**config.mk**
```make
export PLATFORM = sky130hd
export DESIGN_NAME = ll2_h_hdecimate
export DESIGN_NICKNAME = d
export VERILOG_FILES = /design/src/rtl/ripl_stream_pkg.sv /design/src/rtl/ll2_hdec_avg.sv /design/src/rtl/ll2_h_hdecimate.sv
export SDC_FILE = /design/constraint.sdc
export NUM_CORES = 1
export LEC_CHECK = 0
export ABC_AREA = 1
export BUFFER_PORTS_ARGS = -buffer_cell sky130_fd_sc_hd__clkbuf_2
export CELL_PAD_IN_SITES_DETAIL_PLACEMENT = 1
export CELL_PAD_IN_SITES_GLOBAL_PLACEMENT = 1
export CORE_MARGIN = 3
export CORE_UTILIZATION = 38
export DETAILED_ROUTE_END_ITERATION = 10
export GPL_TIMING_DRIVEN = 0
export PLACE_DENSITY_LB_ADDON = 0.12
export REMOVE_ABC_BUFFERS = 1
export SKIP_LAST_GASP = 1
export SYNTH_ARGS = -nofsm -noshare
export SYNTH_HDL_FRONTEND = slang
export SYNTH_HIERARCHICAL = 1
export SYNTH_SLANG_ARGS = --single-unit
export TNS_END_PERCENT = 50
```
**constraint.sdc**
```tcl
create_clock -name CLK -period 3.2 [get_ports CLK]
set_clock_uncertainty 0.05 [all_clocks]
set_input_delay 0 -clock CLK [delete_from_list [all_inputs] [get_ports CLK]]
set_output_delay 0 -clock CLK [all_outputs]
set_load 0.005 [all_outputs]
```
**src/rtl/ripl_stream_pkg.sv**
```systemverilog
// ----------------------------------------------------------------------------
// ripl_stream_pkg
//   Shared definitions for actor-style token streams in the level-2 saliency
//   pyramid.
//   Contents:
//     DATA_W_DEF    default pixel width
//     COUNT_W       width of the *_COUNT token-count fields
//     COUNT_ONE     constant token count of one
//     hdec_state_e  pairing state of the horizontal decimator
//                   (S_EVEN: waiting for the first pixel of a pair,
//                    S_ODD:  first pixel held, waiting for the second)
// ----------------------------------------------------------------------------
package ripl_stream_pkg;

  localparam int DATA_W_DEF = 16;
  localparam int COUNT_W    = 16;

  localparam logic [COUNT_W-1:0] COUNT_ONE = 16'h1;

  typedef enum logic [0:0] {
    S_EVEN = 1'b0,
    S_ODD  = 1'b1
  } hdec_state_e;

endpackage

```
**src/rtl/ll2_hdec_avg.sv**
```systemverilog
// ----------------------------------------------------------------------------
// ll2_hdec_avg
//   Combinational average of two pixels. The sum is carried at DATA_W+1 bits,
//   so neither the add nor the rounding increment can overflow.
//   Build option: define LL2_HDEC_ROUND_EN for round-half-up
//   ((a+b+1)>>1); left undefined the result truncates ((a+b)>>1).
//   Ports:
//     a_i    first pixel of the pair
//     b_i    second pixel of the pair
//     avg_o  averaged pixel
// ----------------------------------------------------------------------------
module ll2_hdec_avg #(
  parameter int DATA_W = 16
) (
  input  logic [DATA_W-1:0] a_i,
  input  logic [DATA_W-1:0] b_i,
  output logic [DATA_W-1:0] avg_o
);

  logic [DATA_W:0] sum;

  always_comb begin
    sum = {1'b0, a_i} + {1'b0, b_i};
`ifdef LL2_HDEC_ROUND_EN
    sum = sum + {{DATA_W{1'b0}}, 1'b1};
`else
    sum = sum;
`endif
    avg_o = sum[DATA_W:1];
  end

endmodule

```
**src/rtl/ll2_h_hdecimate.sv**
```systemverilog
// ----------------------------------------------------------------------------
// ll2_h_hdecimate
//   Horizontal 2:1 decimating low-pass stage. Each horizontal pixel pair of a
//   raster stream is averaged into one output pixel. Pairing restarts at every
//   row boundary; with an odd WIDTH the last pixel of a row is paired with
//   itself.
//   Build option: LL2_HDEC_ROUND_EN selects round-half-up averaging
//   (see ll2_hdec_avg); default build truncates.
//
//   Handshake: an input token moves in a cycle where In1_SEND=1 and
//   In1_ACK=1 (In1_ACK is combinational and never asserts without In1_SEND);
//   an output token moves in a cycle where Out1_SEND=1, and Out1_SEND is
//   only ever asserted together with Out1_RDY. Out1_ACK is informational.
//
//   Ports:
//     CLK, RESET   clock, synchronous active-high reset
//     In1_DATA     input pixel
//     In1_SEND     upstream offers a pixel
//     In1_COUNT    offered token count (one token taken per transfer)
//     In1_ACK      input pixel consumed this cycle
//     Out1_RDY     downstream can take a token
//     Out1_ACK     downstream consumed a token (unused)
//     Out1_DATA    decimated pixel
//     Out1_SEND    output token valid and taken this cycle
//     Out1_COUNT   constant 1
//     dbg_state_o  current pairing state (hdec_state_e encoding)
// ----------------------------------------------------------------------------
module ll2_h_hdecimate
  import ripl_stream_pkg::*;
#(
  parameter int DATA_W = DATA_W_DEF,
  parameter int WIDTH  = 512
) (
  input  logic               CLK,
  input  logic               RESET,
  input  logic [DATA_W-1:0]  In1_DATA,
  input  logic               In1_SEND,
  input  logic [COUNT_W-1:0] In1_COUNT,
  output logic               In1_ACK,
  input  logic               Out1_RDY,
  input  logic               Out1_ACK,
  output logic [DATA_W-1:0]  Out1_DATA,
  output logic               Out1_SEND,
  output logic [COUNT_W-1:0] Out1_COUNT,
  output logic               dbg_state_o
);

  localparam logic [COUNT_W-1:0] LAST_COL = COUNT_W'(WIDTH - 1);

  hdec_state_e        state_q, state_d;
  logic [COUNT_W-1:0] col_q, col_d;
  logic [DATA_W-1:0]  a_q, a_d;
  logic [DATA_W-1:0]  out_q, out_d;
  logic               out_vld_q, out_vld_d;

  logic              last_col;
  logic              out_send;
  logic              slot_free;
  logic              emit_pos;
  logic              accept_ok;
  logic              in_xfer;
  logic [DATA_W-1:0] avg_a;
  logic [DATA_W-1:0] avg_y;

  // The token count fields carry no information for a 1-token-per-transfer
  // actor; they are folded away here.
  logic unused_ok;
  assign unused_ok = ^{In1_COUNT, Out1_ACK};

  assign last_col  = (col_q == LAST_COL);
  assign out_send  = out_vld_q & Out1_RDY;
  // The output slot can take a new token if empty or draining this cycle,
  // which lets drain and reload happen together without a bubble.
  assign slot_free = ~out_vld_q | out_send;
  // A pixel produces an output either as the second of a pair or as the
  // self-paired last pixel of an odd-length row.
  assign emit_pos  = (state_q == S_ODD) | last_col;
  // Only pixels that produce an output depend on downstream space; the first
  // pixel of a pair is always taken into a_q.
  assign accept_ok = emit_pos ? slot_free : 1'b1;
  assign in_xfer   = In1_SEND & accept_ok;
  assign avg_a     = (state_q == S_ODD) ? a_q : In1_DATA;

  ll2_hdec_avg #(
    .DATA_W (DATA_W)
  ) u_avg (
    .a_i   (avg_a),
    .b_i   (In1_DATA),
    .avg_o (avg_y)
  );

  always_comb begin
    state_d   = state_q;
    col_d     = col_q;
    a_d       = a_q;
    out_d     = out_q;
    out_vld_d = out_vld_q;

    if (out_send) begin
      out_vld_d = 1'b0;
    end

    if (in_xfer) begin
      col_d = last_col ? '0 : col_q + 1'b1;
      if (emit_pos) begin
        out_d     = avg_y;
        out_vld_d = 1'b1;
        state_d   = S_EVEN;
      end else begin
        a_d     = In1_DATA;
        state_d = S_ODD;
      end
    end
  end

  always_ff @(posedge CLK) begin
    if (RESET) begin
      state_q   <= S_EVEN;
      col_q     <= '0;
      a_q       <= '0;
      out_q     <= '0;
      out_vld_q <= 1'b0;
    end else begin
      state_q   <= state_d;
      col_q     <= col_d;
      a_q       <= a_d;
      out_q     <= out_d;
      out_vld_q <= out_vld_d;
    end
  end

  assign In1_ACK     = in_xfer;
  assign Out1_SEND   = out_send;
  assign Out1_DATA   = out_q;
  assign Out1_COUNT  = COUNT_ONE;
  assign dbg_state_o = state_q;

endmodule
```
==> After elaboration in Yosys (flattened, before gate mapping) <==
Index checks and enable logic that the tools add are counted.
{ "totals": {"memories": 0, "mem_bits_rw": 0, "in_bits": 37, "rom_bits": 0, "output_inout_bits": 35, "word_cells": 23, "regBits": 50, "latch_bits": 0} }
{ "classes": {"div_mod_pow": 0, "shift": 0, "order_cmp": 0, "muxes": 7, "bitwise_logic": 6, "n_mul": 0, "reduce_logical": 2, "addsub": 2, "n_eq_ne": 1} }
{ "ops": {"columns": ["operator", "count"], "rows": [
  ["two-way mux 16 bit", 2],
  ["adder 16 x 16 -> 17 bit", 1],
  ["adder 16 x 1 -> 16 bit, second input constant", 1],
  ["== test 16 x 9 -> 1 bit, second input constant", 1],
  ["two-way mux 1 bit", 5],
  ["AND reduction 2 bit", 2],
  ["AND 1 bit", 2],
  ["NOT 1 bit", 2],
  ["OR 1 bit", 2]
]} }

==> Logic depth before layout (Yosys ltp) <==
{ "depth": {"word_depth": 5, "depth_mapped": 17, "mapped_depth_nobuf": 16} }

==> Modules after synthesis <==
Netlist, hierarchy kept.
{ "modules_own_cells": {"columns": ["mod", "cells_per_inst", "seq_area_each_um2", "instances", "area_each_um2"], "rows": [
  ["ll2_h_hdecimate", 376, 1001.0, 1, 2567.5],
  ["ll2_hdec_avg", 181, 0.0, 1, 940.9]
]} }

==> Worst setup path after synthesis <==
Ideal clock, no wire load.
{ "synth_path": {"path_kind": "register -> register", "start": "register state_q (netlist: dbg_state_o)", "end": "register out_q[7] (netlist: Out1_DATA[7])", "setup_time_ns": 0.070, "synth_period_minus_slack_ns": 2.293, "setup_slack_ns": 0.907, "arrival_ns": 2.172, "required_time_ns": 3.080, "stages_incl_launch_ff": 13, "path_buffers": 1, "path_cell_list": "dfxtp_1 -> clkinv_1 -> clkbuf_1 -> nand2_1 -> o21ai_0 -> fa_1 -> nand2_1 -> nand2_1 -> and2_4 -> a21oi_2 -> xnor2_1 -> nand3_1 -> a21oi_1"} }
{ "synth_via": {"elab_cells_between_ends": 6, "cone_classes": "1 x add/sub; 2 x mux; 2 x bitwise; 1 x reduce/logical"} }
{ "synth_lines": {"columns": ["item", "line_no", "text"], "rows": [
  ["from (decl)", "ll2_h_hdecimate.sv:50", "hdec_state_e state_q, state_d;"],
  ["from (signal assigned)", "ll2_h_hdecimate.sv:124", "state_q <= state_d;"],
  ["two-way mux 16 bit", "ll2_h_hdecimate.sv:82", "assign avg_a = (state_q == S_ODD) ? a_q : In1_DATA;"],
  ["net avg_a[1]", "ll2_h_hdecimate.sv:62", "logic [DATA_W-1:0] avg_a;"],
  ["adder 16 x 16 -> 17 bit", "ll2_hdec_avg.sv:23", "sum = {1'b0, a_i} + {1'b0, b_i};"],
  ["net avg_y[7]", "ll2_h_hdecimate.sv:63", "logic [DATA_W-1:0] avg_y;"],
  ["to (signal assigned)", "ll2_h_hdecimate.sv:127", "out_q <= out_d;"],
  ["to (decl)", "ll2_h_hdecimate.sv:53", "logic [DATA_W-1:0] out_q, out_d;"]
]} }
The timed path passes the listed nets, and every way through them passes these cells.
A chain may end at the register's enable or synchronous reset.

==> Worst setup path after layout <==
{ "layout_path": {"start": "register col_q[0]", "end": "output In1_ACK"} }
{ "layout_via": {"elab_chain_cells": 4} }
{ "layout_rtl": {"columns": ["item", "line_no", "text"], "rows": [
  ["from (decl)", "ll2_h_hdecimate.sv:51", "logic [COUNT_W-1:0] col_q, col_d;"],
  ["from (signal assigned)", "ll2_h_hdecimate.sv:125", "col_q <= col_d;"],
  ["== test 16 x 9 -> 1 bit", "ll2_h_hdecimate.sv:70", "assign last_col = (col_q == LAST_COL);"],
  ["OR 1 bit", "ll2_h_hdecimate.sv:77", "assign emit_pos = (state_q == S_ODD) | last_col;"],
  ["two-way mux 1 bit", "ll2_h_hdecimate.sv:80", "assign accept_ok = emit_pos ? slot_free : 1'b1;"],
  ["AND 1 bit", "ll2_h_hdecimate.sv:81", "assign in_xfer = In1_SEND & accept_ok;"],
  ["to (decl)", "ll2_h_hdecimate.sv:39", "output logic In1_ACK,"]
]} }
Every way passes these cells.

==> results_dict.tcl <==
set metrics [dict create \
    status "finished, final reports clean" \
    clk_path_buf_depth 2 \
    hold_path_depth 3 \
    clkTransAtPathRegs_ps 110 \
    cts.sinks 50 \
    reg2reg_to "Out1_DATA[15]$_SDFFE_PP0P_" \
    end_kind "output port" \
    drtAntennaViolNets 0 \
    synth_edf_count 0 \
    fin_cells 707 \
    finalCriticalPeriod_ps 2630 \
    vias 3529 \
    holdWs_ps 8.76 \
    syn_area_per_cell_um2 6.30 \
    cp_max_fo 49 \
    slew_headroom 0.473 \
    yosys_warnings 6 \
    cts_setup_buffers 0 \
    wl_per_cell_um 13.5 \
    start_util 0.396 \
    nets 652 \
    gr-total-overflow 0 \
    finalCritPeriodShare 0.821 \
    required_ps 3150 \
    fp-row-count 34 \
    root_buffer "clkbuf_8" \
    synth_area_leader_cell "dfxtp_1" \
    drive_gt1_frac 0.109 \
    vias_per_cell 4.99 \
    synth_cell_types 34 \
    yosysMostFrequentCell "nand2_1" \
    rr_worst_depth 13 \
    first_iter_violations 89 \
    start_kind "flip-flop" \
    synth_common_cells "163 x nand2_1, 74 x inv_1, 58 x a21oi_1" \
    drt_pass1_iterations 4 \
    synth_flop_cell "dfxtp_1" \
    die_h_um 102 \
    crit_type "reg2out" \
    portBuffers 38 \
    yosysSeqAreaShare 0.285 \
    path_cells "ha_1, nand3_1, nor2_4, nand2_4, nand3_4, nand2_2, clkbuf_2" \
    track_usage 0.192 \
    ctsHtreeMaxLevel 2 \
    worstReg2RegStart "dbg_state_o$_SDFFE_PP0P_" \
    synth_area_leaders "dfxtp_1 29%, nand2_1 17%, a21oi_1 8.3%" \
    synth_top_area_frac 0.285 \
    fmax_ghz 0.381 \
    min_to "a_q[1]$_SDFFE_PP0P_" \
    preCtsSetupSlack_ps -16.7 \
    cts_tree "yes" \
    p_leak_nw 1.94 \
    clock_latency_ps 300 \
    syn_inst 557 \
    rsz0062_at_grt "no" \
    drc 0 \
    hp-class "in2reg" \
    die_x_um 102 \
    grt_max_degree 50 \
    synth-seq-cells 50 \
    arrival_ps 2580 \
    core-area_um2 8850 \
    final_util 0.445 \
    die_area_um2 10400 \
    p_per_area_nw_per_um2 395 \
    dp_hpwl_um 7130 \
    dp.cells 683 \
    wl_um 9520 \
    final_max_slew_viol_count 0 \
    grt_pass1_vias 3569 \
    hold_viol 0 \
    power_mw 1.56 \
    grt_pass1_wl_um 16400 \
    slowest_stage "dfxtp_1" \
    setup_slack_ps 573 \
    max_cap_viol_count 0 \
    setup_viol 0 \
    max_stage_delay_ps 400 \
    max_slew.worst_pin.slew_ps 790 \
    r2r_setup_slack_ps 590 \
    diodes 0 \
    cts_buffers 5 \
    ios 72 \
    antenna_found_initial 0 \
    synthArstFlopShare 0 \
    ir_drop_uv 185 \
    hp-start "In1_DATA[1]" \
    synth_area_um2 3510 \
    gp_congestion 0.800 \
    synthToLayoutAreaGrowth_pct 12.3 \
]
-- state kept, by name, indices dropped and copies added, names as in the netlist --
register,count
dbg_state_o,1
Out1_DATA,16
a_q,16
out_vld_q,1
col_q,16
-- worst max-delay path, delay by kind of cell, from the launching register on --
kind / cells / cell delay (ps)
fa+ha+maj: 1 / 300
buf+inv: 1 / 220
flops: 1 / 400
simple gates: 5 / 1350
-- what timing repair did --
| item | 4_1_cts | 5_1_grt |
|---|---|---|
| resized for setup | 1 | 0 |
| endpoints found under the setup margin | 5 | 0 |
| endpoints found under the hold margin | 16 | 0 |
| hold buffers | 16 | 0 |
-- kinds of logic (layout without fill, tap and decap cells) --
family	after synthesis	count (layout)	share of synthesized area
other	2	16	0.00214
XOR/XNOR	13	13	0.0325
flip-flops	50	50	0.285
AND/OR/NAND/NOR	270	270	0.335
buffers and inverters	111	139	0.145
adder cells (fa/ha/maj)	17	17	0.0628
AO/OA/AOI/OAI	94	94	0.138
-- through the flow --
step / instance area, µm² / setup TNS [ps]
after floorplan: 3340 / 0
after global placement: 3670 / 0
after detailed placement: 3670 / -16.7
after CTS: 3940 / 0
after global routing: 3940 / 0
final: 3940 / 0
-- report_power, final --
| group | internal, mW | total (mW) | switching [mW] | leakage [nW] |
|---|---|---|---|---|
| sequential | 0.653 | 0.668 | 0.0150 | 0.408 |
| combinational | 0.151 | 0.422 | 0.270 | 1.47 |
| clock | 0.235 | 0.468 | 0.233 | 0.0585 |
| total | 1.04 | 1.56 | 0.518 | 1.94 |
-- how the worst max path moves through the flow --
stage | slack (ps) | cells past startpoint | startpoint | end
CTS | 520 | 15 | dbg_state_o$_SDFFE_PP0P_ | Out1_DATA[12]$_SDFFE_PP0P_
floorplan | 690 | 11 | dbg_state_o$_SDFFE_PP0P_ | Out1_DATA[7]$_SDFFE_PP0P_
finish | 570 | 7 | col_q[0]$_SDFFE_PP0P_ | In1_ACK
detailed placement | -20 | 15 | dbg_state_o$_SDFFE_PP0P_ | Out1_DATA[12]$_SDFFE_PP0P_
global route | 150 | 14 | dbg_state_o$_SDFFE_PP0P_ | Out1_DATA[12]$_SDFFE_PP0P_
global placement | 120 | 15 | dbg_state_o$_SDFFE_PP0P_ | Out1_DATA[12]$_SDFFE_PP0P_
-- area by class of cell --
| class | instances | area [µm²] |
|---|---|---|
| clock buffer | 5 | 68.8 |
| clock inverter | 3 | 43.8 |
| fill | 1218 | 4910 |
| inverter | 77 | 290 |
| multi-input combinational | 410 | 2050 |
| sequential | 50 | 1000 |
| tap | 108 | 135 |
| timing repair buffer | 54 | 350 |
-- layer usage --
metal  track usage  share of wire  vias to the layer above
met5             0              0                        -
met4        0.0252         0.0024                        0
met3        0.0232          0.038                        2
met2         0.331           0.47                       64
met1         0.265           0.49                     1650
li1              -              -                     1813
-- placed cells by master (no fill, tap or decap), types with 2 or more instances in the layout --
cell type	netlist	final
nand3b_1	2	2
nor2_1	32	32
xnor2_1	2	2
nand2_2	9	9
o21ai_0	32	32
nor3_1	5	5
clkbuf_2	0	38
clkbuf_8	0	5
xor2_1	11	11
nand2_1	163	163
dlygate4sd3_1	0	16
nand3_1	46	46
inv_1	74	74
ha_1	16	16
clkinv_2	0	2
conb_1	2	16
dfxtp_1	50	50
a21oi_1	58	58
nor3_2	2	2
nand4_1	5	5
Power figures use the tool's default switching activity.
